==> src/rtl/serial_uart.sv <==
// UART receiver: 8N1 framing, LSB first, CLKS_PER_BIT clocks per bit.
// data_out/valid hold the last good byte until the next start bit is seen.
module serial_uart #(
    parameter int CLKS_PER_BIT = 1
) (
    input  logic       clk,
    input  logic       reset,
    input  logic       serial_in,
    output logic [7:0] data_out,
    output logic       valid,
    output logic [2:0] dbg_state_o
);

    localparam int HALF = (CLKS_PER_BIT - 1) / 2;
    localparam int CW   = (CLKS_PER_BIT < 2) ? 1 : $clog2(CLKS_PER_BIT + 1);
    localparam logic [CW-1:0] CNT_BIT  = CW'(CLKS_PER_BIT);
    localparam logic [CW-1:0] CNT_HALF = CW'(HALF);
    localparam logic [CW-1:0] CNT_ONE  = CW'(1);

    typedef enum logic [2:0] {
        IDLE      = 3'd0,
        START     = 3'd1,
        DATA      = 3'd2,
        STOP      = 3'd3,
        WAIT_IDLE = 3'd4
    } state_t;

    state_t        state_q, state_d;
    logic [CW-1:0] cnt_q,   cnt_d;
    logic [2:0]    bit_q,   bit_d;
    logic [7:0]    shift_q, shift_d;
    logic [7:0]    data_q,  data_d;
    logic          valid_q, valid_d;

    always_comb begin
        state_d = state_q;
        cnt_d   = cnt_q;
        bit_d   = bit_q;
        shift_d = shift_q;
        data_d  = data_q;
        valid_d = valid_q;

        case (state_q)
            IDLE: begin
                if (!serial_in) begin
                    valid_d = 1'b0;
                    bit_d   = 3'd0;
                    cnt_d   = CNT_ONE;
                    // With no mid-bit offset the start check is this very edge.
                    if (HALF == 0) begin
                        state_d = DATA;
                    end else begin
                        state_d = START;
                    end
                end
            end

            START: begin
                if (cnt_q == CNT_HALF) begin
                    if (serial_in) begin
                        state_d = IDLE;
                        cnt_d   = '0;
                    end else begin
                        state_d = DATA;
                        cnt_d   = CNT_ONE;
                        bit_d   = 3'd0;
                    end
                end else begin
                    cnt_d = cnt_q + CNT_ONE;
                end
            end

            DATA: begin
                if (cnt_q == CNT_BIT) begin
                    shift_d[bit_q] = serial_in;
                    cnt_d          = CNT_ONE;
                    if (bit_q == 3'd7) begin
                        state_d = STOP;
                        bit_d   = 3'd0;
                    end else begin
                        bit_d = bit_q + 3'd1;
                    end
                end else begin
                    cnt_d = cnt_q + CNT_ONE;
                end
            end

            STOP: begin
                if (cnt_q == CNT_BIT) begin
                    cnt_d = '0;
                    if (serial_in) begin
                        data_d  = shift_q;
                        valid_d = 1'b1;
                        state_d = IDLE;
                    end else begin
                        // Framing error: drop the byte and wait for a high line.
                        state_d = WAIT_IDLE;
                    end
                end else begin
                    cnt_d = cnt_q + CNT_ONE;
                end
            end

            WAIT_IDLE: begin
                if (serial_in) begin
                    state_d = IDLE;
                end
            end

            default: begin
                state_d = IDLE;
                cnt_d   = '0;
                bit_d   = 3'd0;
            end
        endcase
    end

    always_ff @(posedge clk or negedge reset) begin
        if (!reset) begin
            state_q <= IDLE;
            cnt_q   <= '0;
            bit_q   <= 3'd0;
            shift_q <= 8'h00;
            data_q  <= 8'h00;
            valid_q <= 1'b0;
        end else begin
            state_q <= state_d;
            cnt_q   <= cnt_d;
            bit_q   <= bit_d;
            shift_q <= shift_d;
            data_q  <= data_d;
            valid_q <= valid_d;
        end
    end

    assign data_out    = data_q;
    assign valid       = valid_q;
    assign dbg_state_o = state_q;

endmodule

==> config.mk <==
export PLATFORM = sky130hd
export DESIGN_NAME = serial_uart
export DESIGN_NICKNAME = d
export VERILOG_FILES = /design/src/rtl/serial_uart.sv
export SDC_FILE = /design/constraint.sdc
export NUM_CORES = 1
export LEC_CHECK = 0
export CORE_MARGIN = 2
export CORE_UTILIZATION = 53
export DETAILED_ROUTE_END_ITERATION = 10
export PLACE_DENSITY_LB_ADDON = 0.1
export SYNTH_ARGS = -nofsm -noshare
export SYNTH_HDL_FRONTEND = slang
export SYNTH_SLANG_ARGS = --single-unit
==> constraint.sdc <==
create_clock -name clk -period 2 [get_ports clk]
set_input_delay 0.4 -clock clk [delete_from_list [all_inputs] [get_ports clk]]
set_output_delay 0.4 -clock clk [all_outputs]
set_load 0.01 [all_outputs]
# After elaboration in Yosys (flattened, before gate mapping)
# Cells that the tools add are included.
[classes]
eq_ne = 12
mux = 27
n_addsub = 2
magnitude_cmp = 2
n_bitwise = 2
reduce_logical = 10
[ops]
columns = ["op", "n"]
rows = [
  ["$mux 3", 11],
  ["$pmux 3 s5", 1],
  ["$ne 2x2->1 const B", 7],
  ["$pmux 3 s4", 1],
  ["$mux 1", 9],
  ["$bwmux 8", 1],
  ["$eq 3x2->1 const B", 2],
  ["$eq 3x3->1 const B", 2],
  ["$reduce_and 3->1", 2],
  ["$reduce_and 6->1", 1],
  ["$pmux 1 s5", 1],
  ["$lt 3x4->1 const B", 1],
  ["$reduce_and 2->1", 2],
  ["$reduce_and 4->1", 1],
  ["$add 3x1->3 const B", 1],
  ["$demux 1 s3", 1],
  ["$eq 3x1->1 const B", 1],
  ["$ge 3x1->1 const B", 1],
  ["$logic_not 3->1", 1],
  ["$mux 2", 1],
  ["$not 1->1", 2],
  ["$pmux 1 s2", 1],
  ["$reduce_bool 2->1", 1],
  ["$reduce_or 2->1", 1],
  ["other kinds (2)", 2],
]
[word_totals]
reg_bits = 24
inputBits = 3
output_inout_bits = 12

# Longest topological paths before layout
# Gate-level depths: netlist of the first run.
[logic_depth]
depth_word = 5
ltp_mapped = 5
depth_no_buf = 5

# Worst setup path before layout of the first run
# No wires, ideal clock.
[synth_path]
path_type = "reg-to-reg"
start = "register state_q[2], in the netlist dbg_state_o[2]"
end = "register shift_q[1]"
synth_period_minus_slack_ps = 1604
slack_ps = 396
required_time_ps = 1872
arrival_time_ps = 1476
setup_ps = 128
path_stages_with_launch = 6
path_cell_list = "dfrtp_1 buf_6 nor4bb_1 buf_4 and4_2 mux2_1"
[synth_via]
elab_chain_cells = 2
[synth_rtl]
columns = ["element", "line", "source"]
rows = [
  ["start: declaration", "28", "state_t state_q, state_d;"],
  ["start signal: assignment", "127", "state_q <= state_d;"],
  ["$eq 3x2->1", "43", "case (state_q)"],
  ["$reduce_and 2->1 (no source line)", "--", ""],
  ["end signal: assignment", "130", "shift_q <= shift_d;"],
  ["end: declaration", "31", "logic [7:0] shift_q, shift_d;"],
]
# Every way passes these cells.
# A chain may end at the register's enable or synchronous reset.

# Worst setup path in the final report of the first run
[layout_path]
start = "register state_q[0], in the netlist dbg_state_o[0]"
end = "output port dbg_state_o[0]"
[layout_rtl]
columns = ["element", "line", "source"]
rows = [
  ["end: declaration", "11", "output logic [2:0] dbg_state_o"],
]
# No word-level cell between the ends.

==> results of run 1 <==
[cell usage in the layout, fill, tap and decap left out, drive strengths merged, types with 2 or more instances in the layout]
| master | Yosys | routed |
|---|---|---|
| a21oi | 3 | 3 |
| dfrtp | 24 | 24 |
| mux2 | 16 | 16 |
| o21ai | 2 | 2 |
| nand2 | 3 | 3 |
| clkdlybuf4s50 | 0 | 14 |
| nand4 | 6 | 6 |
| inv | 5 | 5 |
| nor2 | 4 | 4 |
| ha | 2 | 2 |
| clkbuf | 1 | 3 |
| o21a | 2 | 2 |
| mux2i | 4 | 4 |
| buf | 5 | 7 |
[registers in the layout (all words and copies together) (netlist names)]
name	flops
bit_q	3
cnt_q	1
data_out	8
dbg_state_o	3
shift_q	8
valid	1
[per-layer routing]
layer,GRT usage [%],share of wire (%)
met5,0,0
met4,6.94,0.66
met1,22.7,45
met3,2.98,3.3
met2,31.8,51
[power breakdown]
part           switching [µW]  total, µW  internal, µW
combinational             423        967           543
clock                     129        199          70.2
sequential                153        865           712
total                     706       2030          1330
[worst register-to-register path: stages, from the launching register on]
cell     delay [ns]
dfrtp_1        0.42
buf_4          0.17
and2b_1        0.24
nand4_2        0.28
mux2_2         0.37
[logic make-up (layout without fill, tap and decap cells)]
family,count (synthesis),after routing,share of synthesized area [%]
AO/OA/AOI/OAI,13,13,7.54
adder cells (fa/ha/maj),2,2,2.22
buffers and inverters,11,29,5.21
flip-flops,24,24,53.2
multiplexers,20,20,19.5
AND/OR/NAND/NOR,22,22,12.3
[per-stage QoR]
stage                     cells  util, %  area [µm²]  total power, µW
after floorplan              92        -        1130             1490
after global placement      134     66.4        1320             1810
after detailed placement    134     66.4        1320             1860
after CTS                   137     67.5        1340             2060
after global routing        137     67.5        1340             2210
final                       137     67.5        1340             2030
[synth_stat cells, types with 2 or more instances]
master,n
a21oi_1,3
buf_2,2
buf_4,2
dfrtp_1,24
ha_1,2
inv_1,5
mux2_1,6
mux2_2,10
mux2i_1,4
nand2_1,3
nand4_1,5
nor2_1,4
o21a_1,2
o21ai_0,2
[area by class of cell]
cell class / instances / share of cell area (%)
Inverter: 5 / 1.40
Tap cell: 27 / 2.53
Timing Repair Buffer: 21 / 14.4
Multi-Input combinational cell: 57 / 35.1
Clock buffer: 3 / 1.68
Sequential cell: 24 / 44.9
[how the worst max path moves through the flow]
stage,from,end,slack [ns],cells past startpoint
floorplan,dbg_state_o[2],shift_q[1],0.40,5
global placement,serial_in,data_out[1],0.24,3
detailed placement,serial_in,data_out[7],0.16,3
CTS,dbg_state_o[0],dbg_state_o[0],0.19,2
global route,dbg_state_o[0],dbg_state_o[0],0.16,2
finish,dbg_state_o[0],dbg_state_o[0],0.20,2
==> qor.yml, run 1 <==
sta:
  setup_violations: 0
  worst_pin_slew_ns: 0.386
  min_period_ns: 1.80
  fin_hold_ws_ns: 0.451
  min_period_over_period_pct: 89.8
  drv_slew: 0
  finalWorstSetupSlack_ns: 0.205
  hold_viol: 0
  rsz0062_at_grt: "no"
  setup_tns_ns: 0
  max_freq_mhz: 557
  relSlewSlack_pct: 74.3
  skew_ns: 0.000805
clock_tree:
  cts_tree: "done"
  postCtsHoldBufs: 0
  path_clk_slew_ns: 0.12
  cts-root-buf: "clkbuf_4"
  cts.repair.resized: 0
  numCtsBuffers: 3
  htreeDepth: 1
  cts_sinks: 24
  clk_path_buf_depth: 2
  post_cts_buffers: 0
  clock_latency_ns: 0.30
detailed_routing:
  wl_per_cell_um: 14.4
  vias_per_cell: 5.45
  drc_errors: 0
  wirelength_mm: 1.97
  vias: 746
  drtIter0Drc: 7
  antenna_left: 0
  dr.pass1.iters: 4
power_and_ir_drop:
  p_leak_uw: 0.000597
  power.density_mw_per_mm2: 1520
  ir_worst_vdd_mv: 1.00
synth:
  synth-edff-count: 0
  synthArstFlopShare_pct: 100
  synth_cell_types: 32
  ys_warn_count: 0
  synthCells: 92
  ys_seq_area_share_pct: 53.2
  postSynthAreaPerCell_um2: 12.3
  yosys.area.top_type: "dfrtp_1"
  synth_nets: 97
  synth.area.top_cells: "dfrtp_1 (53%), mux2_2 (10%), mux2_1 (6.0%)"
  netlist_area_mm2: 0.00113
  synth_ff_type: "dfrtp_1"
  synth_seq_cells: 24
  synth_top_area_share_pct: 53.2
final_layout:
  final_nets: 117
  fill_cells: 153
  syn2layout_area_growth_pct: 18.5
  register_area_um2: 601
  layout-drive-gt1-share_pct: 20.9
  diodes: 0
  multi_input_area_um2: 469
setup_path:
  cp_num_buf_inv: 2
  worstSetupPathType: "flip-flop to output pin"
  worstPathRequired_ns: 1.60
  max_stage_delay_ns: 0.55
  r2r_slack_ns: 0.40
  worstPathMaxFanout: 12
  cp_cell_sequence: "buf_4 -> clkdlybuf4s50_1"
  start_kind: "flip-flop"
  arrival_ns: 1.40
  crit_family: "buffers and inverters"
  crit_slowest_cell: "clkdlybuf4s50_1"
  end_kind: "output pin"
  r2r_end: "data_out[3]"
  timing.rr.start: "dbg_state_o[2]"
  reg2reg_depth: 4
placement:
  dp_hpwl_mm: 1.48
  port_buffers: 14
  gp_congestion: 0.795
  dp_slack_ns: 0.161
floorplan:
  core-area_mm2: 0.00198
  num_io_pins: 15
  die-area_mm2: 0.00251
  die_w_um: 50.1
  initial_utilization_pct: 56.9
  chipHeight_um: 50.1
  core.rowCount: 16
grt:
  gr-total-overflow: 0
  grt_max_degree: 25
  grt_pass1_vias: 728
  grt_pass1_wl_mm: 3.37
  grt_use_total_pct: 18.3
  antenna_found_initial: 0
job:
  maxCapViolCount: 0
status:
  status: "finished clean"
worst_hold_path:
  hold_class: "primary input to async pin"
Power figures use the tool's default switching activity.
==> run 2, diff against run 1 <==
--- a/config.mk
+++ b/config.mk
@@ -5,6 +5,7 @@
 export SDC_FILE = /design/constraint.sdc
 export NUM_CORES = 1
 export LEC_CHECK = 0
+export ABC_AREA = 1
 export CORE_MARGIN = 2
 export CORE_UTILIZATION = 53
 export DETAILED_ROUTE_END_ITERATION = 10
==> qor.yml, run 2 <==
detailed_routing:
  vias_per_cell: 4.90
  wl_per_cell_um: 11.7
  wirelength_mm: 2.28
  drc_errors: 0
  drtIter0Drc: 29
  vias: 956
  dr.pass1.iters: 5
  antenna_left: 0
sta:
  rsz0062_at_grt: "no"
  finalWorstSetupSlack_ns: 0.156
  max_freq_mhz: 542
  drv_slew: 0
  worst_pin_slew_ns: 0.301
  relSlewSlack_pct: 80.0
  hold_viol: 0
  skew_ns: 0.00594
  min_period_ns: 1.84
  setup_violations: 0
  min_period_over_period_pct: 92.2
  setup_tns_ns: 0
synth:
  synth.area.top_cells: "dfrtp_1 (51%), nand2_1 (14%), o21ai_0 (7.7%)"
  synth_top_area_share_pct: 51.2
  postSynthAreaPerCell_um2: 7.87
  synthArstFlopShare_pct: 100
  synthMostInstantiatedCell: "nand2_1"
  ys_top_cells_by_count: "nand2_1 (44), dfrtp_1 (24), inv_1 (21)"
  synthCells: 149
  ys_seq_area_share_pct: 51.2
  netlist_area_mm2: 0.00117
  synth_nets: 154
  synth_ff_type: "dfrtp_1"
  synth_seq_cells: 24
  yosys.area.top_type: "dfrtp_1"
  synth_cell_types: 18
  ys_warn_count: 0
  synth-edff-count: 0
final_layout:
  layout-drive-gt1-share_pct: 8.38
  final_common_cell: "nand2_1"
  fill_cells: 192
  multi_input_area_um2: 470
  utilization_pct: 64.2
  final_nets: 173
  syn2layout_area_growth_pct: 17.7
  layout_common_cells: "nand2_1 (44), dfrtp_1 (24), inv_1 (21)"
  register_area_um2: 601
  diodes: 0
power_and_ir_drop:
  p_leak_uw: 0.000703
  ir_worst_vdd_mv: 0.847
  power.density_mw_per_mm2: 1520
grt:
  grt_pass1_wl_mm: 3.95
  globalRouteMet3Util_pct: 3.51
  grt_max_degree: 25
  met1_usage_pct: 27.6
  antenna_found_initial: 0
  grt_use_total_pct: 20.8
  globalRouteMet2Util_pct: 33.8
  grt_pass1_vias: 908
  gr-total-overflow: 0
  grt.busiest_layer: "met2"
setup_path:
  arrival_ns: 1.44
  worstPathRequired_ns: 1.60
  max_stage_delay_ns: 0.60
  crit_slowest_cell: "clkdlybuf4s50_1"
  end_kind: "output pin"
  worstSetupPathType: "flip-flop to output pin"
  cp_cell_sequence: "clkdlybuf4s50_1"
  start_kind: "flip-flop"
  cp_num_buf_inv: 1
  worstPathMaxFanout: 8
  crit_family: "buffers and inverters"
clock_tree:
  clk_path_buf_depth: 2
  cts-root-buf: "clkbuf_4"
  postCtsHoldBufs: 0
  path_clk_slew_ns: 0.13
  cts.repair.resized: 0
  post_cts_buffers: 0
  cts_sinks: 24
  clock_latency_ns: 0.31
  cts_tree: "done"
  numCtsBuffers: 3
  htreeDepth: 1
job:
  maxCapViolCount: 0
floorplan:
  core.rowCount: 17
  die-area_mm2: 0.00260
  initial_utilization_pct: 54.6
  core-area_mm2: 0.00215
  num_io_pins: 15
  die_w_um: 51.0
  chipHeight_um: 51.0
placement:
  dp_slack_ns: 0.336
  port_buffers: 14
  gp_congestion: 0.851
  dp_hpwl_mm: 1.72
worst_hold_path:
  hold_class: "primary input to async pin"
status:
  status: "finished clean"
run 2: changes by cell type in the layout (fill, tap and decap cells not counted), moves of 9 or more:
cell and delta:
mux2_2 -10, inv_1 +16, o21ai_0 +16, nor2_1 +12
nand2_1 +41, nand3_1 +9
run 2: final cells by class:
type | instances | area share [%]
Multi-Input combinational cell | 101 | 34.1
Sequential cell | 24 | 43.5
Inverter | 22 | 5.98
Timing Repair Buffer | 16 | 11.2
Clock buffer | 4 | 2.63
Tap cell | 28 | 2.54
run 2: layer usage:
metal / wire length (µm) / vias to the layer above
met5: 0 / -
met1: 1090 / 426
met3: 70 / 4
li1: - / 504
met2: 1100 / 22
met4: 27 / 0
run 2: path summary, 6_finish.rpt:
path | from | end | slack (ns) | depth (start not counted)
max reg2reg | dbg_state_o[2] | shift_q[0] | 0.60 | 7
min in group clk | valid | valid | 0.49 | 2
min reg2reg | valid | valid | 0.49 | 2
min | reset | data_out[0] | 0.45 | 2
max in group asynchronous | reset | data_out[2] | 1.32 | 2
max | dbg_state_o[2] | dbg_state_o[2] | 0.16 | 1
run 2: kinds of logic (layout without fill, tap and decap cells):
family	after synthesis	in the layout	synth area share, %
AND/OR/NAND/NOR	78	78	28.3
flip-flops	24	24	51.2
buffers and inverters	24	42	8.64
AO/OA/AOI/OAI	21	21	9.71
adder cells (fa/ha/maj)	2	2	2.13
run 2: where the power goes:
part,switching (µW),internal (µW)
Combinational,556,428
Sequential,169,695
Clock,138,111
run 2: through the flow:
step / area, µm² / instances / power, µW / hold WS (ns)
3_5_place_dp: 1340 / 191 / 1870 / 0.458
3_3_place_gp: 1340 / 191 / 1820 / 0.457
4_1_cts: 1380 / 195 / 2120 / 0.454
5_1_grt: 1380 / 195 / 2290 / 0.454
6_report: 1380 / 195 / 2100 / 0.446
2_1_floorplan: 1170 / 149 / 1470 / 0.104
